## config.mk

```make
export PLATFORM = sky130hd
export DESIGN_NAME = imem_loader
export DESIGN_NICKNAME = d
export VERILOG_FILES = /design/src/rtl/mips_pkg.sv /design/src/rtl/imem_word_packer.sv /design/src/rtl/imem_loader.sv
export SDC_FILE = /design/constraint.sdc
export NUM_CORES = 1
export LEC_CHECK = 0
export ABC_AREA = 1
export BUFFER_PORTS_ARGS = -buffer_cell sky130_fd_sc_hd__buf_2
export CORE_MARGIN = 3
export CORE_UTILIZATION = 57
export DETAILED_ROUTE_END_ITERATION = 10
export PLACE_DENSITY_LB_ADDON = 0.2
export SKIP_CTS_REPAIR_TIMING = 1
export SYNTH_ARGS = -nofsm -noshare
export SYNTH_HDL_FRONTEND = slang
export SYNTH_SLANG_ARGS = --single-unit
```

## constraint.sdc

```tcl
create_clock -name clk -period 4.2 [get_ports clk]
set_clock_uncertainty 0.05 [all_clocks]
set_input_delay 0.42 -clock clk [delete_from_list [all_inputs] [get_ports clk]]
set_output_delay 0.42 -clock clk [all_outputs]
set_load 0.02 [all_outputs]
```

## src/rtl/mips_pkg.sv

```systemverilog
// mips_pkg: shared constants and loader state encoding.
package mips_pkg;
    localparam int IMEM_DEPTH = 32;
    localparam int WORD_BYTES = 4;
    typedef enum logic [2:0] {IDLE, HDR, DATA, WRITE, CHK, DONE, ERR} state_t;
endpackage

```

## src/rtl/imem_word_packer.sv

```systemverilog
// imem_word_packer: shifts bytes MSB-first into a 32-bit word, flags each completed word.
module imem_word_packer (
    input  logic        clk,
    input  logic        rst_n,
    input  logic        clr,
    input  logic        shift,
    input  logic [7:0]  din,
    output logic [31:0] word,
    output logic        last,
    output logic        word_ready
);
    logic [1:0] cnt;
    assign last = cnt == 2'd3;
    // clr leaves the word alone so the last written data stays visible
    always_ff @(posedge clk or negedge rst_n) begin
        if (!rst_n) begin
            word       <= '0;
            cnt        <= '0;
            word_ready <= 1'b0;
        end else if (clr) begin
            cnt        <= '0;
            word_ready <= 1'b0;
        end else begin
            word_ready <= shift && last;
            if (shift) begin
                word <= {word[23:0], din};
                cnt  <= cnt + 2'd1;
            end
        end
    end
endmodule

```

## src/rtl/imem_loader.sv

```systemverilog
// imem_loader: loads a COUNT/data/CHK byte frame into instruction memory as big-endian words,
// holding the CPU until the XOR checksum verifies.
module imem_loader
    import mips_pkg::*;
#(
    parameter int DEPTH = IMEM_DEPTH,
    parameter int AW    = 32
) (
    input  logic          clk,
    input  logic          rst_n,
    input  logic          start,
    input  logic [7:0]    in_data,
    input  logic          in_valid,
    output logic          in_ready,
    output logic          wr_en,
    output logic [AW-1:0] wr_addr,
    output logic [31:0]   wr_data,
    output logic          cpu_hold,
    output logic          done,
    output logic          err
);
    localparam int IW = $clog2(DEPTH + 1);
    state_t state, nxt;
    logic [IW-1:0] idx, n;
    logic [7:0] chk;
    logic xfer, arm, shift, last, word_ready;
    assign xfer  = in_valid && in_ready;
    assign arm   = start && (state == IDLE || state == DONE || state == ERR);
    assign shift = xfer && state == DATA;
    imem_word_packer u_packer (
        .clk        (clk),
        .rst_n      (rst_n),
        .clr        (arm),
        .shift      (shift),
        .din        (in_data),
        .word       (wr_data),
        .last       (last),
        .word_ready (word_ready)
    );
    always_ff @(posedge clk or negedge rst_n) begin
        if (!rst_n) state <= IDLE;
        else        state <= nxt;
    end
    always_ff @(posedge clk or negedge rst_n) begin
        if (!rst_n) begin
            idx     <= '0;
            n       <= '0;
            chk     <= '0;
            wr_addr <= '0;
        end else begin
            if (arm) begin
                idx <= '0;
                chk <= '0;
            end
            if (state == HDR && xfer) n <= IW'(in_data);
            // address is captured with the 4th byte so it holds after idx advances
            if (shift) begin
                chk <= chk ^ in_data;
                if (last) wr_addr <= AW'(idx) * AW'(WORD_BYTES);
            end
            if (state == WRITE) idx <= idx + IW'(1);
        end
    end
    always_comb begin
        nxt = state;
        case (state)
            IDLE, DONE, ERR: if (start) nxt = HDR;
            HDR:   if (in_valid) nxt = (in_data == 8'd0 || int'(in_data) > DEPTH) ? ERR : DATA;
            DATA:  if (in_valid && last) nxt = WRITE;
            WRITE: nxt = (idx + IW'(1) == n) ? CHK : DATA;
            CHK:   if (in_valid) nxt = (in_data == chk) ? DONE : ERR;
            default: nxt = IDLE;
        endcase
    end
    always_comb begin
        in_ready = state == HDR || state == DATA || state == CHK;
        wr_en    = state == WRITE && word_ready;
        cpu_hold = state != DONE;
        done     = state == DONE;
        err      = state == ERR;
    end
endmodule

```

# Word-level counts from Yosys, hierarchy flattened
# Cells that the tools add are included.
# op_classes
add_sub_neg	2
n_lt_le_gt_ge	1
eq_ne	14
n_mux	15
bitwise	2
n_reduce_logical	20
# op_table
operator	n
$mux 3	6
$mux 8	2
$pmux 3 s5	1
$mux 6	2
$eq 3x3->1 const B	3
$eq 8x8->1	1
$gt 8x6->1 const B	1
$logic_not 8->1	1
$ne 2x2->1 const B	4
$xor 8x8->8	1
$logic_and 1x1->1	7
$add 6x1->6 const B	1
$eq 3x2->1 const B	2
$eq 6x6->1	1
$mux 2	3
$logic_or 1x1->1	5
$reduce_and 2->1	2
$reduce_and 4->1	1
$reduce_bool 2->1	2
$eq 3x1->1 const B	1
$logic_not 3->1	1
$ne 3x3->1 const B	1
$reduce_or 3->1	1
$add 2x1->2 const B	1
3 further kinds	3
# totals
reg_bits	64
in_bits	12
wordCells	62

# Logic depth before layout (Yosys ltp)
# logic_depth
ltp_word	7
depth_mapped	13
depth_no_buf	13

# Modules after synthesis
# Synthesis repeated with hierarchy kept, for this count alone.
# unflattened
cells_unflattened	405
hier_area_um2	3324.4
# by_module_without_submodules
module	n_inst	cells_per_inst	area_each_um2	seq_area_each_um2
imem_loader	1	251	1894.3	725.7
imem_word_packer	1	154	1430.1	875.8

# Worst setup path after synthesis
# OpenSTA, ideal clock, no wires.
# synth_timing
path_type	register to register
from	register idx[0]
to	register state[1]
t_arrival_ps	1305
t_required_ps	4033
path_slack_ps	2728
stages_incl_launch_ff	13
path_buffers	0
synth_period_minus_slack_ps	1472
path_cell_list	dfrtp_1 -> ha_1 -> inv_1 -> nand2_1 -> nand2_1 -> nor2_1 -> nand2_1 -> nor2_1 -> nand3_1 -> nand2_1 -> nand2_1 -> nand2_1 -> nand2_1
# synth_between
elab_chain_len	4
# synth_rtl
item	line_no	text
start, declared	imem_loader.sv:24	logic [IW-1:0] idx, n;
start signal, assigned	imem_loader.sv:61	if (state == WRITE) idx <= idx + IW'(1);
$add 6x1->6	imem_loader.sv:70	WRITE: nxt = (idx + IW'(1) == n) ? CHK : DATA;
$eq 6x6->1	imem_loader.sv:70	
$mux 3	imem_loader.sv:70	
$pmux 3 s5	imem_loader.sv:66	case (state)
end signal, assigned	imem_loader.sv:42	else state <= nxt;
end, declared	imem_loader.sv:23	state_t state, nxt;
# No other way between the ends.
# A chain may end at the register's enable or synchronous reset.

# Worst setup path after layout
# layout_timing
from	register state[2]
to	register wr_addr[7]
# layout_between
elab_chain_len	6
elab_cells_between_ends	8
classes_between	3 x eq/ne; 5 x reduce/logical
# layout_rtl
item	line_no	text
$eq 3x1->1 or $eq 3x2->1 (tied branches)	imem_loader.sv:76, imem_loader.sv:29	
$logic_or 1x1->1 (2 in a row)	imem_loader.sv:76	in_ready = state == HDR || state == DATA || state == CHK;
$logic_and 1x1->1	imem_loader.sv:27	assign xfer = in_valid && in_ready;
$logic_and 1x1->1 (*)	imem_loader.sv:29	assign shift = xfer && state == DATA;
$reduce_and 2->1 (no source line) (*)	n/a	
end signal, assigned	imem_loader.sv:59	if (last) wr_addr <= AW'(idx) * AW'(WORD_BYTES);
end, declared	imem_loader.sv:16	output logic [AW-1:0] wr_addr,
# Every way passes the cells marked *; elsewhere a longest branch is shown, timed or not.

==> metrics.txt <==
final hold violations 0; worst flop-to-flop path startpoint state[2]$_DFFE_PN0P_; DIE HEIGHT 80.2 um; routability cong. 0.902; DP Area 0.00333 mm^2; layout cells sized above 1 17.5%; first-pass GRT wire length 10300 um; Via-to-Cell Ratio 4.81; clock root cell clkbuf_8; starting density of the core 60.3%; CP max stage delay 580 ps; final slew viol count 0; pre-CTS WS 1820 ps; count of buffers from port buffering 54; final setup TNS 0 ps; drt pass-1 iters 5; count leader, synth nand2_1; Nets 455; Peak VDD IR 0.406 mV; Slew headroom 38.2%; GRT Util Overall 20.9%; Worst R2R Setup Slack 1800 ps; Crit Reg-Reg Endpoint wr_addr[7]$_DFFE_PN0P_; number of synthesized flops with an enable pin 0; Leak 1.97 nW; Antenna diodes 0; top cell type's share of synthesized area 51.0%; Final Cell Area 0.00351 mm^2; Crit Path Category flop to flop; slowest CP cell inv_2; CP arrival 2570 ps; Yosys reg bits 64; area grow syn2layout 11.8%; Synth Instances 387; row cnt 26; cts bufs inserted 9; initial antenna violation count 0; final routed DRC violation total 0; vias in the first global route 2283; CTS max path bufs 2; Main synth FF type dfrtp_1; Worst-Margin Slew 928 ps; library cells used by synthesis 24; Mapped Area 0.00314 mm^2; CP endpoint kind flop; CTS tree built; Final setup violation count 0; Die Wd 80.2 um; PD cells 740 mW/mm^2; pin count of the biggest net entering global routing 49; worst skew pair latency 340 ps; final wirelength 6060 um; Hold Crit Class primary input to async pin; minimum clock period 2400 ps; worst-path cell chain nor2_1 -> nand2_1 -> inv_1 -> nand2_2 -> inv_2 -> nand2_2 -> nand2_1 -> o21ai_1; DR vias 2484; top cells by area, synth dfrtp_1 51%, nand2_1 17%, buf_4 6.2%, o21ai_0 4.6%, inv_1 4.5%; 1st-iter DRT viols 238; GRT overflow 0; WL/cell 11.7 um; CP Max Fanout 48; RSZ-0062 raised after global routing false; clock tree sinks 64; worst hold slack 172 ps; clk slew on worst S/H paths 60 ps; WP depth 8; area leader, netlist dfrtp_1; antenna-violating nets left 0; status finished clean; largest delay contributor family on the critical path simple AND/OR/NAND/NOR gates; final worst setup slack 1800 ps; Final Cycle Share 57.2%; hpwl dp 4420 um; H-tree depth 3; Worst Path Required 4370 ps; CP Buf/Inv Count 2; total core area 0.00520 mm^2; max cap viols 0; worst reg-to-reg path cell count 8; Async S/R FF share, synth 100%; io pins 81; YS warnings 0; Syn Area/Cell 8.11 um^2; Synth top cells by count 140 x nand2_1, 64 x dfrtp_1, 38 x inv_1; register area share after synthesis 51.0%; highest clock rate 416 MHz; Die Area 0.00643 mm^2; Startpoint Class flop
flip-flops by register name, indices dropped and copies added, names as in the netlist:
signal	cells
u_packer.word_ready	1
chk	8
u_packer.cnt	2
state	3
n	6
idx	6
wr_addr	6
u_packer.word	32
logic make-up after synthesis:
group	Yosys count	share of synthesized area, %
AOI/OAI and AO/OA	50	8.65
xor gates and xnor gates	8	2.23
adders and majority gates	2	0.797
buffers and inverters	78	13.6
DFF	64	51.0
other	1	0.119
and+or+nand+nor	184	23.6
metrics by stage:
step / utilization (%) / power (mW) / std cells
floorplan: - / 1.84 / 412
global placement: 63.9 / 2.09 / 500
detailed placement: 63.9 / 2.13 / 500
CTS: 67.4 / 2.61 / 516
global route: 67.4 / 2.82 / 516
finish: 67.4 / 2.60 / 516
worst max-delay path by stage:
stage                                     from                endpoint  slack [ps]
after floorplan             idx[0]$_DFFE_PN0P_    state[1]$_DFFE_PN0P_        2730
after global placement    state[2]$_DFFE_PN0P_  wr_addr[7]$_DFFE_PN0P_        1870
final                     state[2]$_DFFE_PN0P_  wr_addr[7]$_DFFE_PN0P_        1800
after global routing      state[1]$_DFFE_PN0P_  wr_addr[7]$_DFFE_PN0P_        1430
after CTS                 state[1]$_DFFE_PN0P_  wr_addr[3]$_DFFE_PN0P_        1800
after detailed placement  state[1]$_DFFE_PN0P_  wr_addr[3]$_DFFE_PN0P_        1820
routing by layer:
| layer | GRT usage, % | wire length, um | vias to the layer above |
|---|---|---|---|
| met4 | 7.60 | 81 | 0 |
| met5 | 0 | 0 | - |
| met3 | 5.27 | 424 | 7 |
| li1 | - | - | 1264 |
| met2 | 31.4 | 2690 | 80 |
| met1 | 29.2 | 2870 | 1133 |
worst reg2reg max path: cells and delay by family (launching register included):
family / cells / cell delay [ps]
compound gates: 1 / 70
flops: 1 / 430
simple gates: 5 / 1070
buf+inv: 2 / 670
placed cells by master, fill, tap and decap left out:
cell,instances
ha_1,2
nand3_1,23
clkbuf_1,1
nor3_1,1
a22o_1,1
inv_1,38
clkinv_2,1
o22ai_1,3
clkinvlp_4,2
inv_2,3
dfrtp_1,64
nand2_1,140
clkinv_4,1
buf_2,54
o21bai_1,1
a21oi_1,2
o21ai_1,13
nand4_1,3
nor2_1,13
conb_1,26
clkbuf_8,11
or2_4,1
xnor2_1,8
a21oi_4,1
nand2_2,3
o21ai_0,29
buf_4,1
power by group:
part / leakage, nW / total, mW / switching [mW] / internal (mW)
logic: 1.05 / 1.08 / 0.715 / 0.362
clock network: 0.0886 / 0.480 / 0.234 / 0.246
registers: 0.839 / 1.04 / 0.186 / 0.856
layout make-up:
class,instances,area [um^2]
clock buffer,12,155
timing repair buffer,55,278
inverter,41,154
tap,70,87.6
multi-input combinational,270,1200
fill,425,1700
clock inverter,4,28.8
sequential,64,1600
Note: power is estimated with default switching activity, not from simulation.
